--- config.mk ---
export PLATFORM = sky130hd
export DESIGN_NAME = seg7_scan_driver
export DESIGN_NICKNAME = d
export VERILOG_FILES = /design/src/rtl/seg7_scan_driver.sv
export SDC_FILE = /design/constraint.sdc
export NUM_CORES = 1
export LEC_CHECK = 0
export CORE_ASPECT_RATIO = 1.1
export CORE_UTILIZATION = 52
export DETAILED_ROUTE_END_ITERATION = 10
export GPL_ROUTABILITY_DRIVEN = 0
export PLACE_DENSITY = 0.78
export RECOVER_POWER = 100
export SYNTH_ARGS = -nofsm -noshare
export SYNTH_HDL_FRONTEND = slang
export SYNTH_SLANG_ARGS = --single-unit
--- constraint.sdc ---
create_clock -name clk -period 3.5 [get_ports clk]
set_clock_uncertainty 0.1 [all_clocks]
set_input_delay 0.7 -clock clk [delete_from_list [all_inputs] [get_ports clk]]
set_output_delay 0.7 -clock clk [all_outputs]
set_load 0.03 [all_outputs]
--- src/rtl/seg7_scan_driver.sv ---
// Four-digit common-anode 7-segment scan driver with frame-synchronous capture,
// leading-zero blanking, per-digit decimal points and an anti-ghosting gap.
module seg7_scan_driver #(
    parameter int REFRESH_DIV = 100000,
    parameter int BLANK_CYC   = 2
) (
    input  logic       clk,
    input  logic       reset,
    input  logic [7:0] bcd_hi,
    input  logic [7:0] bcd_lo,
    input  logic       blank_lz,
    input  logic [3:0] dp_mask,
    output logic [3:0] an,
    output logic [6:0] seg,
    output logic       dp,
    output logic       frame_tick
);

    localparam int CW = (REFRESH_DIV > 1) ? $clog2(REFRESH_DIV) : 1;
    localparam logic [CW-1:0] CNT_LAST = CW'(REFRESH_DIV - 1);
    localparam logic [CW-1:0] CNT_GAP  = CW'(BLANK_CYC);

    logic [CW-1:0] cnt_q, cnt_d;
    logic [1:0]    idx_q, idx_d;
    logic [15:0]   digits_q, digits_d;
    logic          blz_q, blz_d;
    logic [3:0]    dpm_q, dpm_d;
    logic [3:0]    an_q, an_d;
    logic [6:0]    seg_q, seg_d;
    logic          dp_q, dp_d;
    logic          tick_q, tick_d;

    logic          cnt_wrap;
    logic          capture;
    logic          lz3, lz2, lz1;
    logic [3:0]    cur_digit;
    logic          cur_blank;

    function automatic logic [6:0] decode(input logic [3:0] v);
        logic [6:0] s;
        case (v)
            4'd0:    s = 7'h40;
            4'd1:    s = 7'h79;
            4'd2:    s = 7'h24;
            4'd3:    s = 7'h30;
            4'd4:    s = 7'h19;
            4'd5:    s = 7'h12;
            4'd6:    s = 7'h02;
            4'd7:    s = 7'h78;
            4'd8:    s = 7'h00;
            4'd9:    s = 7'h10;
            default: s = 7'h3F;
        endcase
        return s;
    endfunction

    always_comb begin
        cnt_wrap = (cnt_q == CNT_LAST);
        cnt_d    = cnt_wrap ? '0 : cnt_q + CW'(1);
        idx_d    = cnt_wrap ? idx_q + 2'd1 : idx_q;

        // Inputs are only sampled at the start of a frame so a frame never mixes old and new digits
        capture  = (cnt_q == '0) && (idx_q == 2'd0);
        digits_d = capture ? {bcd_hi, bcd_lo} : digits_q;
        blz_d    = capture ? blank_lz : blz_q;
        dpm_d    = capture ? dp_mask : dpm_q;
        tick_d   = capture;

        lz3 = blz_q && (digits_q[15:12] == 4'd0);
        lz2 = lz3 && (digits_q[11:8] == 4'd0);
        lz1 = lz2 && (digits_q[7:4] == 4'd0);

        cur_digit = digits_q[3:0];
        cur_blank = 1'b0;
        case (idx_q)
            2'd0: begin cur_digit = digits_q[3:0];   cur_blank = 1'b0; end
            2'd1: begin cur_digit = digits_q[7:4];   cur_blank = lz1;  end
            2'd2: begin cur_digit = digits_q[11:8];  cur_blank = lz2;  end
            2'd3: begin cur_digit = digits_q[15:12]; cur_blank = lz3;  end
            default: ;
        endcase

        an_d  = 4'b1111;
        seg_d = 7'h7F;
        dp_d  = 1'b1;
        if (cnt_q >= CNT_GAP) begin
            an_d  = ~(4'b0001 << idx_q);
            seg_d = cur_blank ? 7'h7F : decode(cur_digit);
            dp_d  = ~dpm_q[idx_q];
        end
    end

    always_ff @(posedge clk) begin
        if (reset) begin
            cnt_q    <= '0;
            idx_q    <= 2'd0;
            digits_q <= 16'h0000;
            blz_q    <= 1'b0;
            dpm_q    <= 4'b0000;
            an_q     <= 4'b1111;
            seg_q    <= 7'h7F;
            dp_q     <= 1'b1;
            tick_q   <= 1'b0;
        end else begin
            cnt_q    <= cnt_d;
            idx_q    <= idx_d;
            digits_q <= digits_d;
            blz_q    <= blz_d;
            dpm_q    <= dpm_d;
            an_q     <= an_d;
            seg_q    <= seg_d;
            dp_q     <= dp_d;
            tick_q   <= tick_d;
        end
    end

    assign an         = an_q;
    assign seg        = seg_q;
    assign dp         = dp_q;
    assign frame_tick = tick_q;

endmodule

Yosys cells after proc, flatten, opt, wreduce, memory -nomap -nowiden
Memories as Yosys holds them, arrays and structs flattened. A register that Yosys moved wholly into a read port is not among the register bits.
Index checks and enable logic that the tools add are counted.
- bits in registers: 46
- ROM bits: 112
- input port bits: 23
- logic and storage cells: 37
- memories: 1
- add/sub/neg operators: 2
- magnitude comparators: 2
- equality and inequality tests: 4
- shift operators: 1
- mux-type cells: 4
- bitwise operators: 3
- reductions and logical operators: 12
- memories (memory ; words ; width ; read ports ; clocked after Yosys merged registers in ; write ports ; line ; RTL):
    (no name shown) ; 16 ; 7 ; 1 ; 1 ; 0 ; 41 ; case (v)
- operator list (cell ; number):
    $add 17x1->17 const B ; 1
    $eq 17x17->1 const B ; 1
    $ge 17x2->1 const B ; 1
    $logic_not 17->1 ; 1
    $pmux 4 s4 ; 1
    $logic_not 4->1 ; 3
    $eq 2x2->1 const B ; 2
    $logic_and 1x1->1 ; 4
    $not 4->4 ; 1
    $pmux 1 s4 ; 1
    $reduce_or 2->1 ; 2
    $shl 1x2->4 const A ; 1
    $lt 2x3->1 const B ; 1
    $reduce_or 3->1 ; 1
    $add 2x1->2 const B ; 1
    $bmux 1 s2 ; 1
    $eq 2x1->1 const B ; 1
    $logic_not 2->1 ; 1
    $not 1->1 ; 2
    $mux 1 ; 1

Depth between registers and ports, before layout
- word-level depth: 6
- mapped depth: 9

Worst setup path after synthesis
OpenSTA, ideal clock, no wires.
- kind: register -> register
- from: register idx_q[0]
- to: register seg_q[3] (netlist: seg[3])
- library setup time: 140 ps
- arrival: 1858 ps
- setup slack: 1402 ps
- cell stages (with the launch flop): 10
- buffers on the path: 1
- path through: dfxtp_1 -> inv_1 -> ha_1 -> clkbuf_1 -> mux2i_1 -> inv_1 -> ha_1 -> inv_1 -> o21ai_0 -> nand3_1
- word-level cells in the longest chain between the ends: 3
- elaborated cells on any way between the ends: 7
- those cells by class: 3 x eq/ne; 2 x mux; 2 x reduce/logical
- RTL lines (item ; line ; RTL):
    from (decl) ; 24 ; logic [1:0] idx_q, idx_d;
    from (signal assigned) ; 106 ; idx_q <= idx_d;
    $eq 2x2->1, or another cell as far along ; 75 ; case (idx_q)
    $pmux 1 s4 ; 75 ;
    $reduce_or 3->1 (no line) ; n/a ;
    to (decl) ; 29 ; logic [6:0] seg_q, seg_d;
Parallel ways exist; a longest one is shown, timed or not.
A chain may end at the register's enable or synchronous reset.

Worst setup path in the final report
- from: register cnt_q[11]
- to: register digits_q[13]
- word-level cells in the longest chain between the ends: 2
- RTL lines (item ; line ; RTL):
    from (decl) ; 23 ; logic [CW-1:0] cnt_q, cnt_d;
    from (signal assigned) ; 105 ; cnt_q <= cnt_d;
    $logic_not 17->1 ; 63 ; capture = (cnt_q == '0) && (idx_q == 2'd0);
    $logic_and 1x1->1 ; 63 ;
    to (signal assigned) ; 107 ; digits_q <= digits_d;
    to (decl) ; 25 ; logic [15:0] digits_q, digits_d;
No other way between the ends.

==> metrics.md <==
| Metric | Value |
|---|---|
| Remaining number of nets flagged by the antenna check after routing | `0` |
| Layout cell share with drive strength beyond 1 | `4.32%` |
| Path type of the worst min-delay path | `reg2reg` |
| Number of global-route vias before repair | `1722` |
| Detailed-placement wirelength estimate | `3210 um` |
| Worst reg-to-reg setup slack | `0.72 ns` |
| Post-synthesis to final-layout area growth | `21.0%` |
| Pre-Repair DR Iteration Count | `4` |
| Cell with the most instances after synthesis | `dfxtp_1` |
| Yosys reg bits | `53` |
| Post-synth top cells | `dfxtp_1, nor2_1, mux2i_1` |
| Maximum number of pins on one net before global-route repair | `28` |
| Required time of the critical path | `3.55 ns` |
| Final nets | `310` |
| Kind of launch point of the worst setup path | `flop` |
| Launch instance of the worst min-delay path | `cnt_q[0]` |
| Area of all placed cells without fillers | `2770 um^2` |
| CTS tree | `done` |
| Avg WL per Cell | `13.3 um` |
| Number of ports placed on the die boundary | `36` |
| Endpoints failing setup | `0` |
| Gr ovfl total | `0` |
| Placed cell area | `2670 um^2` |
| Post-CTS setup repair buffer count | `0` |
| Status | `complete, no violations` |
| 1st-iter DRT viols | `136` |
| Via Count | `1742` |
| Maximum clock insertion buffer count | `2` |
| Antenna Diode Count | `0` |
| Power per standard cell area | `463 nW/um^2` |
| Category of the most critical setup path | `reg2reg` |
| Final wirelength | `4400 um` |
| Fin. Hold Viols | `0` |
| # port buffers | `35` |
| Global-route wire length before repair | `7480 um` |
| Clock-pin slew on the worst setup and hold paths | `0.09 ns` |
| Largest driver fanout on the critical path | `12` |
| Standard cell with the maximum stage delay on the critical path | `clkbuf_1` |
| Remaining DRCs | `0` |
| Launch point of the worst reg-to-reg path | `cnt_q[11]` |
| Leakage Power | `1.09 nW` |
| Initial antenna violation count | `0` |
| Total global-route track usage | `21.0%` |
| Delay of the slowest cell on the worst path | `0.66 ns` |
| Number of nets in the synthesized netlist | `275` |
| Synth Warn # | `0` |
| Worst supply voltage drop on vdd | `0.293 mV` |
| Worst Setup End Kind | `flop` |
| Die footprint | `4680 um^2` |
| Num rows | `24` |
| Synthesized area | `2290 um^2` |
| Floorplan Core Area | `4080 um^2` |
| Fraction of synthesized cell area taken by the top area cell type | `46.3%` |
| Slew @ Worst Pin | `1.10 ns` |
| CP cell instances | `nor4_2, and4_1, and3_1, clkbuf_1, mux2i_1, nor2_1` |
| Final clock period utilization by the worst path | `79.3%` |
| TritonCTS Buffers | `5` |
| Effective utilization at floorplan | `56.1%` |
| # clock sinks | `53` |
| Number of buffers added to fix hold violations after cts | `0` |
| Chip height | `71.6 um` |
| Number of cells produced by synthesis | `242` |
| Final critical delay including setup and external delays | `2.78 ns` |
| Critical path buffers and inverters | `1` |
| RSZ-0062 raised after global routing | `false` |
| Clock H-tree levels | `2` |
| Fillers | `349` |
| Number of unique standard cell types used by synthesis | `40` |
| Ranking of synthesized cells by area | `dfxtp_1, mux2i_1, nor2_1` |
| Ys flop type | `dfxtp_1` |
| Max-slew violation total from the final report | `0` |
| Per-cell via count in the routed design | `5.28` |
| Average footprint of a synthesized cell | `9.47 um^2` |
| Arrival time worst endpoint | `2.82 ns` |
| Worst setup path start | `cnt_q[11]` |
| Relative max-transition margin | `26.5%` |
| Share of the yosys chip area belonging to registers | `46.3%` |
| Post-CTS sizing | `0` |
| Setup TNS | `0 ns` |
| Clk Latency, worst-skew pair | `0.30 ns` |
| Gate family responsible for the most delay along the worst path | `simple AND/OR/NAND/NOR gates` |
| Horizontal extent of the die | `65.3 um` |
| Cell accounting for the most synthesized area | `dfxtp_1` |
| Number of flops mapped to enable cells by yosys | `0` |
| MaxCap Viol Count | `0` |
| CTS Root Buffer Type | `clkbuf_8` |
| Max Fclk | `360 MHz` |
| Proportion of register bits with asynchronous set or reset after synthesis | `0%` |
-- per-stage QoR --
step                      cells  hold WS (ns)  util [%]  worst slack [ns]  power, mW
final                       330         0.384      67.9             0.725       1.28
after global routing        330         0.416      67.9             0.509       1.35
after CTS                   330         0.387      68.2              1.09       1.31
after detailed placement    322         0.365      65.3              1.10      0.890
after global placement      322         0.360      65.3              1.11      0.884
after floorplan             242         0.337         -              1.40      0.821
-- layer usage --
metal / up-vias / routed length (um) / global-route usage (%)
met5: - / 0 / 0
met2: 35 / 2200 / 36.8
met3: 8 / 187 / 6.21
li1: 890 / - / -
met4: 0 / 80 / 7.97
met1: 809 / 1930 / 23.7
-- flip-flops by register name (all words and copies together) (netlist names) --
register / flops
dp: 1
dpm_q: 4
blz_q: 1
idx_q: 2
an: 4
digits_q: 16
seg: 7
cnt_q: 17
frame_tick: 1
-- where the power goes --
part           internal (mW)  switching (mW)
sequential             0.642          0.0225
clock                  0.233           0.184
combinational         0.0948           0.108
total                  0.970           0.315
-- layout make-up --
class	count	area, um^2	area share, %
Multi-Input combinational cell	167	1120	40.6
Sequential cell	53	1060	38.2
Timing Repair Buffer	37	358	12.9
Clock buffer	7	86.3	3.11
Tap cell	52	65.1	2.35
Inverter	13	48.8	1.76
Clock inverter	1	30.0	1.08
-- cell usage in the layout (no fill, tap or decap), types with 5 or more instances in the layout --
cell type and count:
dfxtp_1 53, nor2_1 46, mux2i_1 24, clkdlybuf4s50_1 21, nand2_1 14, dlygate4sd3_1 14, inv_1 13, ha_1 10
xor2_1 9, nand3_1 7, xnor2_1 7, clkbuf_8 6, nor4_1 5, a21oi_1 5, o21ai_0 5
-- path summary, 6_finish.rpt --
kind              cells after the start           end
setup / recovery                      6  digits_q[13]
setup reg to reg                      6  digits_q[13]
hold reg to reg                       1      cnt_q[0]
hold / removal                        1      cnt_q[0]
-- kinds of logic after synthesis --
logic type / synth area share, %
AND/OR/NAND/NOR: 19.8
multiplexers: 12.0
buffers and inverters: 4.48
adder cells (fa/ha/maj): 5.46
AO/OA/AOI/OAI: 5.95
XOR/XNOR: 6.11
flip-flops: 46.3
Power figures use the tool's default switching activity.
